--- src/rtl/aes_req_arbiter.sv ---
// Two-requester round-robin front end for one byte-serial AES core.
// Streams key/plaintext in, collects ciphertext, watchdogs the core.
module aes_req_arbiter #(
  parameter int TIMEOUT = 256,
  parameter int TO_W    = 9
) (
  input  logic         clk,
  input  logic         reset,
  input  logic         req0,
  input  logic [127:0] key0,
  input  logic [127:0] pt0,
  input  logic         req1,
  input  logic [127:0] key1,
  input  logic [127:0] pt1,
  output logic         gnt0,
  output logic         gnt1,
  output logic         done0,
  output logic         done1,
  output logic [127:0] ct_out,
  output logic         err,
  output logic         aes_enable,
  output logic [7:0]   aes_key_byte,
  output logic [7:0]   aes_state_byte,
  input  logic         aes_ready,
  input  logic [7:0]   aes_state_out_byte,
  input  logic         aes_load
);

  typedef enum logic [2:0] {
    IDLE,
    START,
    LOAD,
    WAIT,
    SKIP,
    UNLOAD,
    DONE
  } state_t;

  state_t            state;
  logic [127:0]      keyL;
  logic [127:0]      ptL;
  logic [3:0]        bc;
  logic [TO_W-1:0]   wdog;
  logic              rrLast;
  logic              pick1;
  logic [6:0]        ctLsb;
  logic              unusedLoad;

  localparam logic [TO_W-1:0] WD_LAST = TO_W'(TIMEOUT - 1);

  // core load flag is observed by external monitors only
  assign unusedLoad = aes_load;

  // byte bc lands at [127-8*bc -: 8]; 15-bc is ~bc
  assign ctLsb = {~bc, 3'b000};

  // requester 1 wins when alone, or on a tie when 0 went last
  always_comb begin
    pick1 = req1 & (~req0 | ~rrLast);
  end

  // job sequencer with registered outputs
  always_ff @(posedge clk or negedge reset) begin
    if (!reset) begin
      state          <= IDLE;
      keyL           <= '0;
      ptL            <= '0;
      bc             <= '0;
      wdog           <= '0;
      rrLast         <= 1'b1;
      gnt0           <= 1'b0;
      gnt1           <= 1'b0;
      done0          <= 1'b0;
      done1          <= 1'b0;
      err            <= 1'b0;
      ct_out         <= '0;
      aes_enable     <= 1'b0;
      aes_key_byte   <= '0;
      aes_state_byte <= '0;
    end else begin
      done0 <= 1'b0;
      done1 <= 1'b0;
      unique case (state)
        IDLE: begin
          if (req0 | req1) begin
            err        <= 1'b0;
            aes_enable <= 1'b1;
            state      <= START;
            if (pick1) begin
              gnt1   <= 1'b1;
              keyL   <= key1;
              ptL    <= pt1;
              rrLast <= 1'b1;
            end else begin
              gnt0   <= 1'b1;
              keyL   <= key0;
              ptL    <= pt0;
              rrLast <= 1'b0;
            end
          end
        end
        START: begin
          aes_key_byte   <= keyL[127:120];
          aes_state_byte <= ptL[127:120];
          keyL           <= {keyL[119:0], 8'h00};
          ptL            <= {ptL[119:0], 8'h00};
          bc             <= '0;
          state          <= LOAD;
        end
        LOAD: begin
          if (bc == 4'd15) begin
            aes_key_byte   <= '0;
            aes_state_byte <= '0;
            wdog           <= '0;
            state          <= WAIT;
          end else begin
            aes_key_byte   <= keyL[127:120];
            aes_state_byte <= ptL[127:120];
            keyL           <= {keyL[119:0], 8'h00};
            ptL            <= {ptL[119:0], 8'h00};
            bc             <= bc + 4'd1;
          end
        end
        WAIT: begin
          if (aes_ready) begin
            state <= SKIP;
          end else if (wdog == WD_LAST) begin
            err        <= 1'b1;
            aes_enable <= 1'b0;
            done0      <= gnt0;
            done1      <= gnt1;
            state      <= DONE;
          end else begin
            wdog <= wdog + 1'b1;
          end
        end
        SKIP: begin
          bc    <= '0;
          state <= UNLOAD;
        end
        UNLOAD: begin
          if (aes_ready) begin
            ct_out[ctLsb +: 8] <= aes_state_out_byte;
            bc                 <= bc + 4'd1;
            if (bc == 4'd15) begin
              aes_enable <= 1'b0;
              done0      <= gnt0;
              done1      <= gnt1;
              state      <= DONE;
            end
          end else begin
            err        <= 1'b1;
            aes_enable <= 1'b0;
            done0      <= gnt0;
            done1      <= gnt1;
            state      <= DONE;
          end
        end
        DONE: begin
          gnt0  <= 1'b0;
          gnt1  <= 1'b0;
          state <= IDLE;
        end
        default: begin
          state <= IDLE;
        end
      endcase
    end
  end

endmodule

--- config.mk ---
export PLATFORM = sky130hd
export DESIGN_NAME = aes_req_arbiter
export DESIGN_NICKNAME = d
export VERILOG_FILES = /design/src/rtl/aes_req_arbiter.sv
export SDC_FILE = /design/constraint.sdc
export NUM_CORES = 1
export LEC_CHECK = 0
export BUFFER_PORTS_ARGS = -buffer_cell sky130_fd_sc_hd__buf_4
export CORE_AREA = 2 2 265 267
export DETAILED_ROUTE_END_ITERATION = 8
export DIE_AREA = 0 0 267 269
export SKIP_CTS_REPAIR_TIMING = 1
export SLEW_MARGIN = 25
export SYNTH_ARGS = -nofsm -noshare
export SYNTH_HDL_FRONTEND = slang
export SYNTH_SLANG_ARGS = --single-unit
--- constraint.sdc ---
create_clock -name clk -period 2.29 [get_ports clk]
set_input_delay 0.1145 -clock clk [delete_from_list [all_inputs] [get_ports clk]]
set_output_delay 0.1145 -clock clk [all_outputs]
set_load 0.05 [all_outputs]
==> results by group, run 1 <==
Run status
  • Status: finished, violations left
  • Violated checks: hold timing

Floorplanning
  • Initial Util: 30.73%
  • Num rows: 97
  • Height of the die: 269 µm
  • Core Area: just under 0.07 mm²
  • I/O pins: 676
  • Die area: 0.07182 mm²
  • Die width: 267 µm

Power and ir drop
  • Sequential group share of total power: 30.4%
  • Cell Pwr Density: 1213 mW/mm²
  • Int Pwr: 23.26 mW
  • Sw power: about 17 mW
  • Clock Power Share: 18.7%
  • Switching Fraction: about 43%
  • Gate power share: about half
  • Leakage power: roughly 17 nW
  • Worst vdd ir: 0.7125 mV

Clock tree
  • CTS sink count: 423
  • Inserted Clock Buffers: 47
  • CTS tree: built
  • Clk pin slew, worst setup/hold paths: 0.06 ns
  • H-tree Lvls: 2
  • CTS root buf: clkbuf_16
  • Max Buffers Root-to-Sink: 3
  • Clock Latency Late Sink: 0.58 ns

STA
  • Setup Skew: 0.02351 ns
  • Final-report hold violation count: 14
  • Final min period: 2.243 ns
  • F_max: ~0.45 GHz
  • Worst Tran Pin Value: ~0.61 ns
  • RSZ-0062 raised after global routing: true
  • Slew headroom: 59.43%
  • Final Cycle Share: 97.96%
  • Final setup violating endpoints: 0
  • Fin Setup TNS: 0 ns
  • Final Max Tran Viols: 0
  • Hold slack final: -0.03459 ns

Place
  • Area after DPL: approximately 0.028 mm²
  • Port Buffer Count: 674
  • Placer's final routability congestion estimate: 0.8902
  • Hpwl dp: 59.02 mm
  • Cell count after placement: roughly 4000

Logic synthesis
  • Post-synth top flop: dfrtp_1
  • Synth area leaders: dfrtp_1, nand2_1, and3_1
  • Synth Net Count: between 3000 and 4000
  • Yosys top cell area share: 49.59%
  • Asr flop ratio synth: between 90% and 100%
  • EDFF count, synth: 0
  • Warnings from Yosys: 0
  • Netlist cell types: 59
  • Most frequent cell after synthesis: nand2_1
  • Synth area leader: dfrtp_1
  • Mapped Area: 0.02130 mm²
  • Synth Area per Inst: 8.587 µm²
  • Syn Inst Count: 2480
  • Post-synth top cells: nand2_1, dfrtp_1, o21ai_0
  • Register area share after synthesis: 49.71%
  • Flops & latches, synth: 423

Hold path
  • Hold crit path type: input port to register

GRT
  • GRT overflow: 0
  • Initial antenna violation count: 1
  • Vias in the first global route: 19770
  • Largest net degree at the start of global routing: 83
  • Met3 usage: 4.000%
  • Met2 Resource Use GR: 35.52%
  • Top Usage Layer GRT: met2
  • Grt met1 use: 25.60%
  • First-pass GRT wire length: 114.5 mm
  • Total GRT Usage: 20.71%

Layout
  • Nets@finish: 4057
  • Final core area utilization: 48.50%
  • Final instance area: 0.03361 mm²
  • Layout area overhead: 57.84%
  • Diodes inserted: 0
  • Share of cells above drive strength 1: 29.54%
  • Post-route insts no fill: 4498

Drt
  • ANT nets after route: 0
  • DRT Wirelength: 82.12 mm
  • Drt drc: 0
  • Initial DRC Count: around 1400
  • Drt pass-1 iters: 5
  • Via count: ~22000
  • Average wire per standard cell: 18.26 µm
  • DR vias/cell: 4.888

Worst setup path
  • Worst Path Max Fanout: 6
  • CP Class: register to register
  • Endpoint class of the critical path: register
  • Data arrival, critical path: 2.76 ns
  • Crit path required time: 2.80 ns
  • Worst setup SP type: register

Run
  • Max cap viols: 0
==> power by group through the flow <==
| stage | clock network (mW) | logic [mW] | registers (mW) |
|---|---|---|---|
| floorplan | 0 | 11.5 | 13.0 |
| global placement | 0 | 19.9 | 12.5 |
| detailed placement | 0 | 20.2 | 12.5 |
| CTS | 7.83 | 20.2 | 12.4 |
| global route | 8.12 | 23.0 | 12.8 |
| finish | 7.63 | 20.7 | 12.4 |
==> state kept, by name, indices dropped and copies added, names as in the netlist <==
| name | flops |
|---|---|
| ct_out | 128 |
| gnt1 | 1 |
| bc | 4 |
| aes_key_byte | 8 |
| done0 | 1 |
| keyL | 128 |
| state | 3 |
| wdog | 9 |
| rrLast | 1 |
| gnt0 | 1 |
| err | 1 |
| ptL | 128 |
| done1 | 1 |
| aes_enable | 1 |
| aes_state_byte | 8 |
==> final timing paths <==
kind	from	to	slack, ns	cells past startpoint
setup / recovery	wdog[1]	wdog[6]	0.05	9
hold / removal	pt1[18]	ptL[18]	-0.03	4
setup reg to reg	wdog[1]	wdog[6]	0.05	9
hold reg to reg	ptL[19]	ptL[19]	0.47	2
max in group asynchronous	reset	ct_out[61]	1.31	4
min in group asynchronous	reset	ct_out[37]	0.08	2
==> logic make-up after synthesis <==
| family | count (synthesis) | synth area share (%) |
|---|---|---|
| simple gates | 1122 | 24.08 |
| fa+ha+maj | 6 | 0.3525 |
| flops | 423 | 49.71 |
| xor+xnor | 5 | 0.2762 |
| buf+inv | 211 | 4.019 |
| compound gates | 583 | 14.74 |
| mux | 130 | 6.821 |
==> metal layers <==
| layer | part of all wire, % | vias up |
|---|---|---|
| met2 | 49 | 816 |
| met3 | 6.1 | 162 |
| met4 | 4.1 | 0 |
| li1 | - | 10500 |
| met1 | 41 | 10510 |
| met5 | 0 | - |
==> metrics by stage <==
stage               hold slack (ns)  total power [mW]  worst slack [ns]
finish                     -0.03459             40.76           0.04680
global route              -0.009558             43.85          -0.05812
CTS                         -0.5263             40.47          -0.07060
detailed placement          0.09511             32.68          -0.03635
global placement             0.1014             32.35          -0.01985
floorplan                   -0.1811             24.48           0.04800
==> worst max-delay path: stages (launching register included) <==
cell	delay [ns]
dfrtp_1	0.39
ha_2	0.20
nand3_2	0.09
nor2_2	0.05
ha_2	0.18
or3b_4	0.37
a21o_1	0.23
buf_6	0.14
or4_4	0.41
a21oi_2	0.12
==> cell type report <==
| type | count | area [µm²] |
|---|---|---|
| flip-flops and latches | 423 | 10590 |
| repair buffers | 1192 | 10320 |
| clock buffers | 66 | 1328 |
| well taps | 940 | 1176 |
| fillers | 6382 | 35690 |
| inverters | 15 | 56.30 |
| clock inverters | 16 | 211.5 |
| multi-input cells | 1846 | 9935 |
==> cells in the final DEF, fill, tap and decap left out, types with 3 or more instances in the layout <==
cell / count
inv_1: 15
and3_1: 245
dfrtp_1: 421
a22o_1: 32
clkbuf_16: 47
clkbuf_8: 8
or3_1: 3
and2_1: 35
clkbuf_1: 11
mux2_2: 121
bufinv_16: 4
a21o_1: 5
mux2i_1: 9
nand3_2: 4
o21ai_0: 272
nand2_1: 778
o21ai_1: 219
clkinv_2: 6
buf_4: 783
nand2b_1: 5
nor3_1: 3
ha_1: 4
nor3_2: 4
a21oi_1: 25
dlygate4sd3_1: 373
nand3_1: 4
nor2_1: 14
nor2b_1: 6
buf_12: 34
nor3_4: 3
a21oi_2: 6
o31ai_1: 3
Note: power is estimated with default switching activity, not from simulation.
==> inputs of run 2 (changes only) <==
--- a/config.mk
+++ b/config.mk
@@ -7,6 +7,7 @@
 export LEC_CHECK = 0
 export BUFFER_PORTS_ARGS = -buffer_cell sky130_fd_sc_hd__buf_4
 export CORE_AREA = 2 2 265 267
+export CTS_BUF_LIST = sky130_fd_sc_hd__clkbuf_16
 export DETAILED_ROUTE_END_ITERATION = 8
 export DIE_AREA = 0 0 267 269
 export SKIP_CTS_REPAIR_TIMING = 1
==> results by group, run 2 (synthesis results as in run 1) <==
Worst setup path
  • CP startpoint: wdog[1]
  • Data arrival, critical path: 2.76 ns (about the same)
  • Slowest CP cell: or4_4
  • CP Class: register to register
  • R2R setup slack: 0.05 ns (about the same)
  • Crit path required time: 2.80 ns (about the same)
  • Worst Path Max Fanout: 6 (unchanged)
  • Reg2reg path depth: 9 (unchanged)
  • Slowest stage delay, CP: 0.41 ns (about the same)
  • Reg2reg start: wdog[1]
  • Endpoint class of the critical path: register
  • CP endpoint: wdog[6]
  • Worst setup SP type: register
  • Crit-path most repeated cell: ha_2
  • RR Endpoint: wdog[6]
  • Cell Chain, Critical Path: ha_2 -> nand3_2 -> nor2_2 -> ha_2 -> or3b_4 -> a21o_1 -> buf_6 -> or4_4 -> a21oi_2

STA
  • Hold slack final: -0.03595 ns (-0.001353 ns)
  • Setup Skew: 0.02211 ns (-0.001397 ns)
  • Worst Tran Pin Value: 0.6026 ns (-0.005977 ns)
  • Final Cycle Share: 97.94% (about the same)
  • Final Max Tran Viols: 0 (unchanged)
  • Final setup violating endpoints: 0 (unchanged)
  • Final-report hold violation count: 11 (-3)
  • Final min period: 2.243 ns (-0.0003888 ns)
  • F_max: 0.4459 GHz (about the same)
  • Slew headroom: 59.40% (about the same)
  • RSZ-0062 raised after global routing: true

GRT
  • First-pass GRT wire length: 114.4 mm (about the same)
  • Largest net degree at the start of global routing: 83 (unchanged)
  • Met3 usage: 4.018% (+0.018 points)
  • Total GRT Usage: 20.70% (about the same)
  • Vias in the first global route: 19770 (+0.020%)
  • Met2 Resource Use GR: 35.49% (about the same)
  • Top Usage Layer GRT: met2
  • GRT overflow: 0 (unchanged)
  • Initial antenna violation count: 1 (unchanged)
  • Grt met1 use: 25.64% (+0.033 points)

Run
  • Max cap viols: 0 (unchanged)

Drt
  • DR vias/cell: 4.884 (about the same)
  • DRT Wirelength: 82.31 mm (+0.23%)
  • Drt drc: 0 (unchanged)
  • Via count: 21980 (-0.036%)
  • Average wire per standard cell: 18.29 µm (+0.19%)
  • ANT nets after route: 0 (unchanged)
  • Drt pass-1 iters: 5 (unchanged)
  • Initial DRC Count: 1440 (+1.1%)

Floorplanning
  • I/O pins: 676 (unchanged)
  • Initial Util: 30.73% (unchanged)
  • Core Area: 0.06930 mm² (unchanged)
  • Num rows: 97 (unchanged)
  • Height of the die: 269 µm (unchanged)
  • Die area: 0.07182 mm² (unchanged)
  • Die width: 267 µm (unchanged)

Layout
  • Layout area overhead: 57.56%
  • Commonest non-fill, non-tap cell in the layout: buf_4
  • Commonest cells after routing, fill and taps aside: buf_4, nand2_1, dfrtp_1
  • Diodes inserted: 0 (unchanged)
  • Final core area utilization: 48.42% (-0.087 points)
  • Number of fill cells in the layout: 6384 (+0.031%)
  • Share of cells above drive strength 1: 29.30% (-0.24 points)
  • Largest registers: ct_out: 128 flops, keyL: 128 flops, ptL: 128 flops
  • Nets@finish: 4059 (+0.049%)

Run status
  • Violated checks: hold timing
  • Status: finished, violations left

Hold path
  • Hold crit path type: input port to register

Power and ir drop
  • Cell Pwr Density: 1205 mW/mm² (-0.60%)
  • Worst vdd ir: 0.7131 mV (about the same)
  • Final Power: 40.44 mW (-0.78%)
  • Leakage power: 16.67 nW (about the same)

Clock tree
  • Max Buffers Root-to-Sink: 3 (unchanged)
  • CTS sink count: 423 (unchanged)
  • CTS root buf: clkbuf_16
  • Inserted Clock Buffers: 47 (unchanged)
  • Clock Latency Late Sink: 0.58 ns (about the same)
  • CTS tree: built
  • H-tree Lvls: 2 (unchanged)
  • Clk pin slew, worst setup/hold paths: 0.06 ns (about the same)

Place
  • Hpwl dp: 59.02 mm (unchanged)
  • Placer's final routability congestion estimate: 0.8902 (unchanged)
  • Port Buffer Count: 674 (unchanged)
run 2: report_power, final:
group          switching [mW]  total, mW  leakage (nW)  internal [mW]
clock                    3.14       7.31         0.753           4.18
combinational            12.5       20.7          10.6           8.26
sequential               1.90       12.4          5.33           10.5
run 2: cell type report:
cell class	count	area (µm²)	share of cell area, %
clock buffers	47	1176	3.505
clock inverters	35	282.8	0.8428
inverters	15	56.30	0.1678
multi-input cells	1846	9935	29.61
flip-flops and latches	423	10590	31.56
well taps	940	1176	3.505
repair buffers	1194	10340	30.81
run 2: worst min-delay path by stage:
stage / start / to / slack [ns] / cells past startpoint
after global routing: key0[87] / keyL[87] / -0.007 / 4
after floorplan: reset / aes_enable / -0.18 / 0
final: pt1[18] / ptL[18] / -0.04 / 4
after detailed placement: reset / ct_out[37] / 0.1 / 1
after CTS: reset / ct_out[37] / -0.52 / 1
after global placement: reset / ct_out[37] / 0.10 / 1
run 2: per-layer routing:
layer	wire length [µm]	part of all wire, %
met1	33430	41
met2	40290	49
met3	5095	6.2
met4	3499	4.3
met5	0	0
run 2: worst max-delay path, delay by kind of cell, from the launching register on:
kind,cells,cell delay (ns)
buffers and inverters,1,0.14
and+or+nand+nor,4,0.92
adders and majority gates,2,0.38
DFF,1,0.39
AOI/OAI and AO/OA,2,0.35
run 2: stage by stage:
| stage | instance area [µm²] | hold slack (ns) | std cells | setup slack, ns | TNS [ns] |
|---|---|---|---|---|---|
| final | 33550 | -0.03595 | 4500 | 0.04719 | 0 |
| after global routing | 33550 | -0.007359 | 4500 | -0.05812 | -0.08832 |
| after CTS | 29730 | -0.5246 | 4122 | -0.07060 | -0.08684 |
| after detailed placement | 28270 | 0.09511 | 4040 | -0.03635 | -0.03635 |
| after global placement | 28270 | 0.1014 | 4040 | -0.01985 | -0.01985 |
| after floorplan | 21300 | -0.1811 | 2480 | 0.04800 | 0 |
==> inputs of run 3 (changes only) <==
--- a/config.mk
+++ b/config.mk
@@ -10,6 +10,7 @@
 export CTS_BUF_LIST = sky130_fd_sc_hd__clkbuf_16
 export DETAILED_ROUTE_END_ITERATION = 8
 export DIE_AREA = 0 0 267 269
+export MAX_ROUTING_LAYER = met4
 export SKIP_CTS_REPAIR_TIMING = 1
 export SLEW_MARGIN = 25
 export SYNTH_ARGS = -nofsm -noshare
==> results by group, run 3 (synthesis results as in run 1) <==
Floorplanning
  • Num rows: 97 (unchanged)
  • Die width: 267 µm (unchanged)
  • Die area: 0.07182 mm² (unchanged)
  • I/O pins: 676 (unchanged)
  • Height of the die: 269 µm (unchanged)
  • Core Area: 0.06930 mm² (unchanged)
  • Initial Util: 30.73% (unchanged)

Run status
  • Violated checks: hold timing
  • Status: finished, violations left

Drt
  • Average wire per standard cell: 18.46 µm (+0.90%)
  • Max Used Layer: met4
  • Drt drc: 0 (unchanged)
  • Via count: 21920 (-0.28%)
  • DR vias/cell: 4.902 (+0.36%)
  • Initial DRC Count: 1331 (-7.6%)
  • DRT Wirelength: 82.52 mm (+0.25%)
  • DRT met1 WL: 33.54 mm (+0.35%)
  • ANT nets after route: 0 (unchanged)
  • Met2 WL: 40.56 mm (+0.67%)
  • Routed wl met3: 5.104 mm (+0.18%)
  • Drt pass-1 iters: 5 (unchanged)

Layout
  • Diodes inserted: 0 (unchanged)
  • Final instance area: 0.03329 mm² (-0.78%)
  • Largest registers: ct_out: 128 flops, keyL: 128 flops, ptL: 128 flops
  • Register area: 0.01059 mm² (unchanged)
  • Nets@finish: 4024 (-0.86%)
  • Commonest non-fill, non-tap cell in the layout: nand2_1
  • Layout area overhead: 56.33%
  • Area of the multi-input gates: 0.009928 mm² (about the same)
  • Number of fill cells in the layout: 6465 (+1.3%)
  • Commonest cells after routing, fill and taps aside: nand2_1, buf_4, dfrtp_1
  • Post-route insts no fill: 4471 (-0.64%)
  • Share of cells above drive strength 1: 28.97% (-0.33 points)

Power and ir drop
  • Clock Power Share: 18.0% (about the same)
  • Leakage power: 16.53 nW (-0.88%)
  • Int Pwr: 22.61 mW (-1.5%)
  • Sequential group share of total power: 30.9% (+0.2 points)
  • Cell Pwr Density: 1204 mW/mm² (about the same)
  • Sw power: 17.49 mW (about the same)
  • Worst vdd ir: 0.5182 mV (-27%)
  • Gate power share: 51.1% (about the same)
  • Switching Fraction: 43.62% (+0.36 points)

STA
  • Hold slack final: -0.03149 ns (+0.004453 ns)
  • F_max: 0.4464 GHz (+0.12%)
  • Final min period: 2.240 ns (-0.002708 ns)
  • Final setup violating endpoints: 0 (unchanged)
  • Slew headroom: 63.58% (+4.2 points)
  • Final-report hold violation count: 6 (-5)
  • Fin Setup TNS: 0 ns (unchanged)
  • Worst Tran Pin Value: 0.5437 ns (-0.05890 ns)
  • Final Max Tran Viols: 0 (unchanged)
  • Final Cycle Share: 97.82% (-0.12 points)
  • RSZ-0062 raised after global routing: true
  • Setup Skew: 0.02397 ns (+0.001856 ns)
  • Worst setup margin: 0.04990 ns (+0.002708 ns)

Clock tree
  • Inserted Clock Buffers: 47 (unchanged)
  • Clock Latency Late Sink: 0.58 ns (about the same)
  • CTS tree: built
  • CTS root buf: clkbuf_16
  • Clk pin slew, worst setup/hold paths: 0.06 ns (about the same)
  • CTS sink count: 423 (unchanged)
  • H-tree Lvls: 2 (unchanged)
  • Max Buffers Root-to-Sink: 3 (unchanged)

Worst setup path
  • Endpoint class of the critical path: register
  • RR Endpoint: wdog[6]
  • Data arrival, critical path: 2.73 ns (-0.03 ns)
  • Worst Path Max Fanout: 7 (+1)
  • CP startpoint: wdog[1]
  • R2R setup slack: 0.05 ns (about the same)
  • Crit path required time: 2.78 ns (-0.02 ns)
  • Worst setup SP type: register
  • Reg2reg path depth: 9 (unchanged)
  • Reg2reg start: wdog[1]
  • CP Class: register to register

Hold path
  • Hold crit path type: input port to register
  • WHS Path Cells: 4 (unchanged)
  • Hold_sp: pt1[65]
  • WHS Endpoint: ptL[65]

Place
  • Area after DPL: 0.02813 mm² (-0.50%)
  • Hpwl dp: 57.78 mm (-2.1%)
  • Port Buffer Count: 674 (unchanged)
  • Placer's final routability congestion estimate: 0.9053 (+1.7%)
  • Setup WS pre-CTS: -0.05604 ns (-0.01969 ns)
  • Cell count after placement: 4018 (-0.54%)

GRT
  • GRT overflow: 0 (unchanged)
  • Initial antenna violation count: 0 (-1)
  • Vias in the first global route: 19700 (-0.36%)
  • Total GRT Usage: 21.24% (+0.53 points)
  • First-pass GRT wire length: 114.1 mm (-0.31%)
  • Largest net degree at the start of global routing: 81 (-2.4%)

Run
  • Max cap viols: 0 (unchanged)
## run 3: cell count changes in the layout (fill, tap and decap cells not counted), sizes merged
cell	before	now
clkbuf	47	49
buf	819	796
inv	28	26
clkinv	16	25
dlygate4sd3	375	362
bufinv	4	2
## run 3: area by class of cell
type | instances | area share (%)
repair buffers | 1159 | 30.29
inverters | 15 | 0.1691
flip-flops and latches | 423 | 31.80
multi-input cells | 1846 | 29.82
well taps | 940 | 3.533
clock inverters | 40 | 0.7780
clock buffers | 48 | 3.608
## run 3: metal layers
metal  global-route usage [%]  up-vias
li1                         -    10430
met3                    3.790      188
met2                    35.33      810
met5                        -        -
met1                    25.85    10490
met4                    7.804        0
## run 3: power groups by stage
stage,logic [mW],clock network (mW),registers (mW)
CTS,19.9,7.40,12.4
finish,20.5,7.21,12.4
detailed placement,19.9,0,12.5
global placement,19.6,0,12.5
global route,22.7,7.70,12.7
floorplan,11.5,0,13.0
## run 3: per-stage QoR
step / hold slack, ns / power, mW / utilization, %
floorplan: -0.1811 / 24.48 / -
detailed placement: 0.006737 / 32.38 / 40.59
CTS: -0.6228 / 39.75 / 42.70
global route: -0.01895 / 43.13 / 48.04
global placement: 0.01288 / 32.12 / 40.59
finish: -0.03149 / 40.10 / 48.04
## run 3: how the worst max path moves through the flow
stage	end	slack, ns	depth (start not counted)
2_1_floorplan	wdog[5]	0.05	8
5_1_grt	wdog[6]	-0.009	9
6_report	wdog[6]	0.05	9
3_3_place_gp	wdog[6]	-0.04	9
4_1_cts	wdog[6]	-0.09	9
3_5_place_dp	wdog[6]	-0.06	9
## run 3: critical path, cell delays in order, from the launching register on
cell and delay [ns]:
dfrtp_1 0.38, ha_2 0.19, nand3_2 0.08, nor2_2 0.05, ha_2 0.16, or3b_4 0.37, a21o_4 0.24, buf_12 0.13
or4_4 0.41, a21oi_2 0.13
